$ cat config.mk
export PLATFORM = sky130hd
export DESIGN_NAME = fetch_unit_flat
export DESIGN_NICKNAME = d
export VERILOG_FILES = /design/src/rtl/fetch_unit_pkg.sv /design/src/rtl/fetch_unit_if.sv /design/src/rtl/fetch_unit_pc_next_calc.sv /design/src/rtl/fetch_unit.sv /design/src/flat_wrapper.sv
export SDC_FILE = /design/constraint.sdc
export NUM_CORES = 1
export LEC_CHECK = 0
export CAP_MARGIN = 10
export CORE_ASPECT_RATIO = 1.5
export CORE_MARGIN = 2
export CORE_UTILIZATION = 55
export CTS_BUF_LIST = sky130_fd_sc_hd__clkbuf_8
export DETAILED_ROUTE_END_ITERATION = 16
export PLACE_DENSITY = 0.86
export SLEW_MARGIN = 20
export SYNTH_ARGS = -nofsm -noshare
export SYNTH_HDL_FRONTEND = slang
export SYNTH_SLANG_ARGS = --single-unit
export TNS_END_PERCENT = 100
$ cat constraint.sdc
create_clock -name clk -period 5.3 [get_ports clk]
set_input_delay 1.06 -clock clk [delete_from_list [all_inputs] [get_ports clk]]
set_output_delay 1.06 -clock clk [all_outputs]
set_load 0.01 [all_outputs]
$ cat src/rtl/fetch_unit_pkg.sv
// fetch_unit_pkg
//   Shared definitions for the instruction fetch slice:
//   - opcode constants decoded by the downstream control unit
//   - FSM state encoding of the fetch unit
//   - default reset PC and default memory wait budget
//   - branch_offset(): sign-extended, word-scaled branch displacement
package fetch_unit_pkg;

   localparam logic [5:0] OP_RTYPE  = 6'b000000;
   localparam logic [5:0] OP_LW     = 6'b100011;
   localparam logic [5:0] OP_SW     = 6'b101011;
   localparam logic [5:0] OP_BRANCH = 6'b000100;
   localparam logic [5:0] OP_ADDI   = 6'b001000;
   localparam logic [5:0] OP_ADDIU  = 6'b001001;

   typedef enum logic [1:0] {
      ST_FETCH = 2'd0,
      ST_ISSUE = 2'd1,
      ST_ERROR = 2'd2
   } state_t;

   localparam logic [31:0] DEFAULT_RESET_PC = 32'h0000_0000;
   localparam int          DEFAULT_MAX_WAIT = 16;

   // 16-bit immediate -> 32-bit byte displacement (word offset times 4).
   function automatic logic [31:0] branch_offset(input logic [15:0] imm);
      return {{14{imm[15]}}, imm, 2'b00};
   endfunction

endpackage

$ cat src/rtl/fetch_unit_if.sv
// fetch_unit_if
//   Instruction-memory read bus between the fetch unit and the memory.
//   imem_req   : read request (fetch unit -> memory)
//   imem_addr  : word-aligned read address (fetch unit -> memory)
//   imem_rdata : instruction word, valid with imem_ready (memory -> fetch unit)
//   imem_ready : memory returns data this cycle (memory -> fetch unit)
//   master modport = fetch unit side, slave modport = memory side.
interface fetch_unit_if;

   logic        imem_req;
   logic [31:0] imem_addr;
   logic [31:0] imem_rdata;
   logic        imem_ready;

   modport master (
      output imem_req,
      output imem_addr,
      input  imem_rdata,
      input  imem_ready
   );

   modport slave (
      input  imem_req,
      input  imem_addr,
      output imem_rdata,
      output imem_ready
   );

endinterface

$ cat src/rtl/fetch_unit_pc_next_calc.sv
// pc_next_calc
//   Purely combinational next-PC computation.
//   pc      : address of the instruction being retired
//   imm     : instr[15:0], branch displacement in words
//   branch  : branch control from the control unit
//   zero    : ALU zero flag
//   pc_next : pc + 4, plus the scaled displacement when branch and zero are set
//   All arithmetic wraps modulo 2^32.
module pc_next_calc
   import fetch_unit_pkg::*;
(
   input  logic [31:0] pc,
   input  logic [15:0] imm,
   input  logic        branch,
   input  logic        zero,
   output logic [31:0] pc_next
);

   logic [31:0] pc_plus4;

   assign pc_plus4 = pc + 32'd4;
   assign pc_next  = (branch && zero) ? (pc_plus4 + branch_offset(imm)) : pc_plus4;

endmodule

$ cat src/rtl/fetch_unit.sv
// fetch_unit
//   Single-outstanding instruction fetcher with a FETCH / ISSUE / ERROR FSM.
//   Parameters:
//     RESET_PC : address of the first fetch after reset
//     MAX_WAIT : FETCH cycles without imem_ready before fetch_error sets
//   Ports:
//     clk, reset  : clock and synchronous active-high reset
//     mem         : instruction-memory bus (master side)
//     stall       : downstream not ready, hold the issued instruction
//     branch,zero : branch decision inputs, used only when leaving ISSUE
//     instr       : captured instruction word
//     opcode      : instr[31:26]
//     instr_valid : instr/opcode/pc valid (ISSUE state)
//     pc          : address of the held instruction, also the fetch address
//     fetch_error : sticky memory timeout flag, cleared only by reset
module fetch_unit
   import fetch_unit_pkg::*;
#(
   parameter logic [31:0] RESET_PC = DEFAULT_RESET_PC,
   parameter int          MAX_WAIT = DEFAULT_MAX_WAIT
)
(
   input  logic               clk,
   input  logic               reset,
   fetch_unit_if.master       mem,
   input  logic               stall,
   input  logic               branch,
   input  logic               zero,
   output logic [31:0]        instr,
   output logic [5:0]         opcode,
   output logic               instr_valid,
   output logic [31:0]        pc,
   output logic               fetch_error
);

   // Counter must be able to hold MAX_WAIT itself.
   localparam int                WAIT_W    = $clog2(MAX_WAIT + 1);
   localparam logic [WAIT_W-1:0] WAIT_LAST = WAIT_W'(MAX_WAIT - 1);

   state_t            state_reg;
   state_t            state_next;
   logic [31:0]       pc_reg;
   logic [31:0]       pc_next;
   logic [31:0]       instr_reg;
   logic [WAIT_W-1:0] wait_cnt_reg;
   logic              fetch_error_reg;
   logic              wait_expired;

   // True on the FETCH cycle that would bring the counter up to MAX_WAIT.
   assign wait_expired = (wait_cnt_reg == WAIT_LAST);

   pc_next_calc u_pc_next_calc (
      .pc      (pc_reg),
      .imm     (instr_reg[15:0]),
      .branch  (branch),
      .zero    (zero),
      .pc_next (pc_next)
   );

   // ---- FSM: state register ----
   always_ff @(posedge clk) begin
      if (reset) begin
         state_reg <= ST_FETCH;
      end else begin
         state_reg <= state_next;
      end
   end

   // ---- FSM: next-state logic ----
   always_comb begin
      state_next = state_reg;
      case (state_reg)
         ST_FETCH: begin
            if (mem.imem_ready) begin
               state_next = ST_ISSUE;
            end else if (wait_expired) begin
               state_next = ST_ERROR;
            end
         end
         ST_ISSUE: begin
            if (!stall) begin
               state_next = ST_FETCH;
            end
         end
         ST_ERROR: begin
            state_next = ST_ERROR;
         end
         default: begin
            state_next = ST_FETCH;
         end
      endcase
   end

   // ---- FSM: outputs ----
   always_comb begin
      mem.imem_req = 1'b0;
      instr_valid  = 1'b0;
      case (state_reg)
         ST_FETCH: mem.imem_req = 1'b1;
         ST_ISSUE: instr_valid  = 1'b1;
         default: begin
            mem.imem_req = 1'b0;
            instr_valid  = 1'b0;
         end
      endcase
   end

   // ---- datapath: pc, instruction, wait counter, error flag ----
   always_ff @(posedge clk) begin
      if (reset) begin
         pc_reg          <= {RESET_PC[31:2], 2'b00};
         instr_reg       <= 32'h0;
         wait_cnt_reg    <= '0;
         fetch_error_reg <= 1'b0;
      end else begin
         case (state_reg)
            ST_FETCH: begin
               if (mem.imem_ready) begin
                  instr_reg <= mem.imem_rdata;
               end else begin
                  wait_cnt_reg <= wait_cnt_reg + WAIT_W'(1);
                  if (wait_expired) begin
                     fetch_error_reg <= 1'b1;
                  end
               end
            end
            ST_ISSUE: begin
               // Leaving ISSUE is the only way into FETCH, so the counter
               // is cleared here to start every fetch from zero.
               if (!stall) begin
                  pc_reg       <= pc_next;
                  wait_cnt_reg <= '0;
               end
            end
            default: begin
            end
         endcase
      end
   end

   assign mem.imem_addr = pc_reg;
   assign pc            = pc_reg;
   assign instr         = instr_reg;
   assign opcode        = instr_reg[31:26];
   assign fetch_error   = fetch_error_reg;

endmodule
$ cat src/flat_wrapper.sv
// flat-port wrapper written by rule: the top's interface ports become plain ports
module fetch_unit_flat import fetch_unit_pkg::*;
#(
   parameter logic [31:0] RESET_PC = DEFAULT_RESET_PC,
   parameter int          MAX_WAIT = DEFAULT_MAX_WAIT
)
  (clk, reset, stall, branch, zero, instr, opcode, instr_valid, pc, fetch_error, mem_imem_req, mem_imem_addr, mem_imem_rdata, mem_imem_ready);
  fetch_unit_if mem_i ();
  input  logic clk;
  input  logic reset;
  input  logic stall;
  input  logic branch;
  input  logic zero;
  output logic [31:0] instr;
  output logic [5:0] opcode;
  output logic instr_valid;
  output logic [31:0] pc;
  output logic fetch_error;
  output wire logic [$bits(mem_i.imem_req)-1:0] mem_imem_req;
  output wire logic [$bits(mem_i.imem_addr)-1:0] mem_imem_addr;
  input wire logic [$bits(mem_i.imem_rdata)-1:0] mem_imem_rdata;
  input wire logic [$bits(mem_i.imem_ready)-1:0] mem_imem_ready;
  assign mem_imem_req = mem_i.imem_req;
  assign mem_imem_addr = mem_i.imem_addr;
  assign mem_i.imem_rdata = mem_imem_rdata;
  assign mem_i.imem_ready = mem_imem_ready;
  fetch_unit #(.RESET_PC(RESET_PC), .MAX_WAIT(MAX_WAIT)) u_core (.clk(clk), .reset(reset), .mem(mem_i), .stall(stall), .branch(branch), .zero(zero), .instr(instr), .opcode(opcode), .instr_valid(instr_valid), .pc(pc), .fetch_error(fetch_error));
endmodule
==> Word level (Yosys, flattened, before mapping) <==
Cells that the tools add are included.
{ "classes": {"n_mul": 0, "div": 0, "bitwise": 2, "n_addsub": 3, "n_reduce_logical": 8, "mux": 10, "magnitude_cmp": 0, "shift": 0, "n_eq_ne": 6} }
{ "ops": {"columns": ["op", "count"], "rows": [
  ["$add A32 B3 Y32 const B", 1],
  ["$add A32 B32 Y32", 1],
  ["$mux W32", 1],
  ["$mux W5", 2],
  ["$pmux W5 S2", 1],
  ["$mux W2", 3],
  ["$pmux W2 S3", 1],
  ["$reduce_and A2 Y1", 3],
  ["$reduce_and A3 Y1", 2],
  ["$add A5 B1 Y5 const B", 1],
  ["$eq A5 B4 Y1 const B", 1],
  ["$ne A2 B2 Y1 const B", 2],
  ["$ne A3 B2 Y1 const B", 1],
  ["$eq A2 B1 Y1 const B", 1],
  ["$eq A2 B2 Y1 const B", 1],
  ["$logic_not A2 Y1", 1],
  ["$mux W1", 2],
  ["$not A1 Y1", 2],
  ["$reduce_bool A2 Y1", 1],
  ["$logic_and A1 B1 Y1", 1]
]} }
{ "totals": {"ff_bits": 72, "n_memories": 0, "mem_bits_rw": 0, "mem_bits_ro": 0, "inputBits": 38, "output_inout_bits": 105, "elab_cells": 34, "latch_bits": 0} }

==> Depth between registers and ports, before layout <==
{ "depth": {"depth_word": 4, "mapped_depth": 16, "ltp_nobuf": 15} }

==> By module <==
A second synthesis with hierarchy kept.
{ "unflattened": {"cells_unflattened": 707, "hier_area_um2": 5445.2} }
{ "by_module_without_submodules": {"columns": ["module", "area_per_inst_um2", "n_inst", "cells_per_inst", "seq_area_each_um2"], "rows": [
  ["fetch_unit", 2896.5, 1, 324, 1441.4],
  ["pc_next_calc", 2548.7, 1, 383, 0.0]
]} }

==> Worst setup path before layout <==
No wires, ideal clock.
{ "synth_path": {"path_kind": "reg-to-reg", "from": "reg u_core.pc_reg[2], in the netlist u_core.mem.imem_addr[2]", "to": "reg u_core.pc_reg[25], in the netlist u_core.mem.imem_addr[25]", "setup_slack_ps": 1558, "path_stages_with_launch": 15, "synth_period_minus_slack_ps": 3742, "t_arrival_ps": 3646, "n_path_buf": 0, "setup_ps": 95, "required_ps": 5205, "cell_sequence": "dfxtp_1 and2_1 nor3b_4 and4_4 nand4_1 xnor2_1 ha_1 and3_1 and4_1 nand4_1 and3_4 a211o_1 a211oi_2 mux2_1 a221oi_1"} }
{ "synth_via": {"elab_chain_cells": 3} }
{ "synth_rtl": {"columns": ["item", "line_no", "source"], "rows": [
  ["from (decl)", "fetch_unit.sv:42", "logic [31:0] pc_reg;"],
  ["from (signal assigned)", "fetch_unit.sv:111", "pc_reg <= {RESET_PC[31:2], 2'b00};"],
  ["from (signal assigned)", "fetch_unit.sv:131", "pc_reg <= pc_next;"],
  ["$add A32 B3 Y32 (*)", "fetch_unit_pc_next_calc.sv:21", "assign pc_plus4 = pc + 32'd4;"],
  ["$add A32 B32 Y32", "fetch_unit_pc_next_calc.sv:22", "assign pc_next = (branch && zero) ? (pc_plus4 + branch_offset(imm)) : pc_plus4;"],
  ["$mux W32 (*)", "fetch_unit_pc_next_calc.sv:22", null]
]} }
Mark *: on every way between the ends. The rest lies on a longest branch, timed or not.
A chain may end at the register's enable or synchronous reset.

==> Worst setup path after layout <==
Ends and elaborated chain as after synthesis.

==> impl_metrics.env <==
export IMPL_status="complete, no violations"
export IMPL_finalSetupViolations=0
export IMPL_clock_power_share=0.357
export IMPL_drt_pass1_iter_count=5
export IMPL_synth_edf_count=0
export IMPL_cts_clk_slew_worst_paths_ns=0.09
export IMPL_p_int_mw=0.953
export IMPL_endpoint_kind="flip-flop"
export IMPL_startpoint="u_core.mem.imem_addr[2]"
export IMPL_yosysTopAreaCell="dfxtp_1"
export IMPL_min_path_type="reg -> reg"
export IMPL_htree_levels=3
export IMPL_fillers=856
export IMPL_fin_cells=937
export IMPL_grt_pass1_vias=5629
export IMPL_drt_wl_total_mm=16.8
export IMPL_p_total_mw=1.37
export IMPL_power_density_mw_per_mm2=197
export IMPL_p_leak_nw=2.69
export IMPL_cts_resized=0
export IMPL_clock_path_buffers=2
export IMPL_grt_usage=0.308
export IMPL_holdBufCountCts=0
export IMPL_yosys_cell_count_top_type="nand2_1"
export IMPL_largest_reg_flops=32
export IMPL_start_util=0.559
export IMPL_area_growth_syn_to_layout_pct=23.7
export IMPL_synth_top_area_frac=0.250
export IMPL_r2r_start="u_core.mem.imem_addr[2]"
export IMPL_core_sq_mm=0.0100
export IMPL_place_inst=922
export IMPL_fin_nets=894
export IMPL_critPathMaxFanout=8
export IMPL_synthCells=731
export IMPL_antennaDiodeCount=0
export IMPL_io_pins=143
export IMPL_drc_errors=0
export IMPL_synth_area_sq_mm=0.00560
export IMPL_finalSetupTns_ns=0
export IMPL_ys_ff_latch=70
export IMPL_clk_insertion_delay_late_ns=0.36
export IMPL_fin_crit_ns=4.15
export IMPL_finalCritPeriodShare=0.783
export IMPL_synthSimpleGateAreaFrac=0.248
export IMPL_dp_hpwl_mm=12.6
export IMPL_syn_avg_cell_area_sq_um=7.66
export IMPL_grt_max_degree=40
export IMPL_fmax_mhz=241
export IMPL_gp_congestion=0.996
export IMPL_combinationalPowerShare=0.217
export IMPL_swShare=0.303
export IMPL_synthTopCellsByArea="dfxtp_1 25%, ha_1 8.7%, nand2_1 7.6%"
export IMPL_rsz0062_at_grt="no"
export IMPL_startpoint_type="flip-flop"
export IMPL_switching_power_mw=0.414
export IMPL_die_y_um=128
export IMPL_synthXorXnorAreaFrac=0.0777
export IMPL_rows=45
export IMPL_worst_slew_pin_slew_ns=1.06
export IMPL_peakVddDrop_uv=164
export IMPL_dieArea_sq_mm=0.0110
export IMPL_drt_iter0_drc=343
export IMPL_die_w_um=86.4
export IMPL_skew_ns=0.0125
export IMPL_ys_seq_area_frac=0.250
export IMPL_grt_pass1_wl_mm=27.2
export IMPL_viasPerCell=6.14
export IMPL_io_buffers=138
export IMPL_final_antenna_net_count=0
export IMPL_synth_compound_area_frac=0.232
export IMPL_grt_overflow=0
export IMPL_cap_viol_max_count=0
export IMPL_hold_violations=0
export IMPL_synthDistinctLibCells=74
export IMPL_drive_above_1_share=0.0634
export IMPL_vias=5752
export IMPL_yosys_top_cells_count="113 x nand2_1, 74 x a21oi_1, 70 x dfxtp_1"
export IMPL_finalMaxSlewViolations=0
export IMPL_crit_arrival_ns=4.43
export IMPL_slew_headroom=0.291
export IMPL_yosysWarnings=0
export IMPL_pwr_share_seq=0.426
export IMPL_cts_root_buf="clkbuf_8"
export IMPL_muxShareOfSynthArea=0.00737
export IMPL_ys_flop_type="dfxtp_1"
export IMPL_whs_ns=0.460
export IMPL_hold_start="u_core.instr[16]"
export IMPL_antenna_found_initial=0
export IMPL_worstPathRequired_ns=5.57
export IMPL_synth_adder_area_share=0.0907
export IMPL_cts_tree="yes"
export IMPL_synthArstFlopShare=0
export IMPL_synth_top_family_by_area="simple AND/OR/NAND/NOR gates"
export IMPL_cts_sinks=70
export IMPL_postCtsSetupBuffers=0
export IMPL_path_class="reg -> reg"
export IMPL_numCtsBuffers=9
export IMPL_wire_per_inst_um=17.9
## critical path, cell delays in order (launching register included)
cell,delay [ns]
dfxtp_1,0.46
and2_1,0.31
nor3b_4,0.34
and4_4,0.31
nand4_1,0.13
xnor2_1,0.18
ha_1,0.39
and3_1,0.23
and4_1,0.20
nand4_1,0.10
and3_4,0.24
a211o_1,0.33
a211oi_2,0.24
mux2_1,0.34
a221oi_1,0.27
## power groups by stage
stage               Sequential, mW  Clock, mW  Combinational [mW]
finish                       0.582      0.488               0.296
global route                 0.585      0.516               0.322
CTS                          0.581      0.493               0.295
detailed placement           0.593          0               0.293
global placement             0.591          0               0.288
floorplan                    0.595          0               0.171
## layout by cell type (no fill, tap or decap), drive strengths merged, types with 7 or more instances in the layout
cell type	synthesis	routed
nand3	19	19
a211oi	12	12
a21oi	74	74
clkdlybuf4s50	0	137
xnor2	31	31
nand2	114	114
a22oi	8	8
inv	12	12
ha	39	39
o21a	7	7
nor3	20	20
nand4	19	19
a311oi	9	9
dfxtp	70	70
clkbuf	27	9
a21o	12	12
o21ai	40	40
and3	14	14
a31oi	7	7
nor2	64	64
buf	46	8
xor2	17	17
## kinds of logic (layout without fill, tap and decap cells)
kind of cell	Yosys count	after routing
other	1	4
flip-flops	70	70
AO/OA/AOI/OAI	200	200
AND/OR/NAND/NOR	282	282
adder cells (fa/ha/maj)	40	40
multiplexers	4	4
XOR/XNOR	48	48
buffers and inverters	86	172
## stage by stage
step                worst slack [ns]  instance area (sq um)  utilization
finish                          1.15                   6930        0.691
detailed placement              1.19                   6720        0.670
global route                   0.832                   6930        0.691
floorplan                       1.56                   5610            -
CTS                             1.16                   6930        0.691
global placement                1.34                   6720        0.670
## layout make-up
cell class | count | area [sq um] | share of cell area
inverters | 12 | 45.0 | 0.00650
clock buffers | 9 | 124 | 0.0179
clock inverters | 6 | 87.6 | 0.0126
flip-flops and latches | 70 | 1400 | 0.202
well taps | 117 | 146 | 0.0211
multi-input cells | 578 | 3690 | 0.533
repair buffers | 145 | 1430 | 0.206
## final timing paths
kind | endpoint | slack [ns] | depth (start not counted)
worst max-delay path | u_core.mem.imem_addr[25] | 1.15 | 14
worst min-delay path | u_core.instr[16] | 0.46 | 2
worst max register to register | u_core.mem.imem_addr[25] | 1.15 | 14
worst min register to register | u_core.instr[16] | 0.46 | 2
## layer usage
metal / global-route usage / vias to the layer above / routed length, um / part of all wire
met3: 0.0743 / 59 / 1100 / 0.065
met4: 0.161 / 0 / 711 / 0.042
met1: 0.341 / 2691 / 6320 / 0.38
met2: 0.536 / 254 / 8650 / 0.52
met5: 0 / - / 0 / 0
li1: - / 2748 / - / -
No activity file was read; power rests on OpenSTA's default activity.
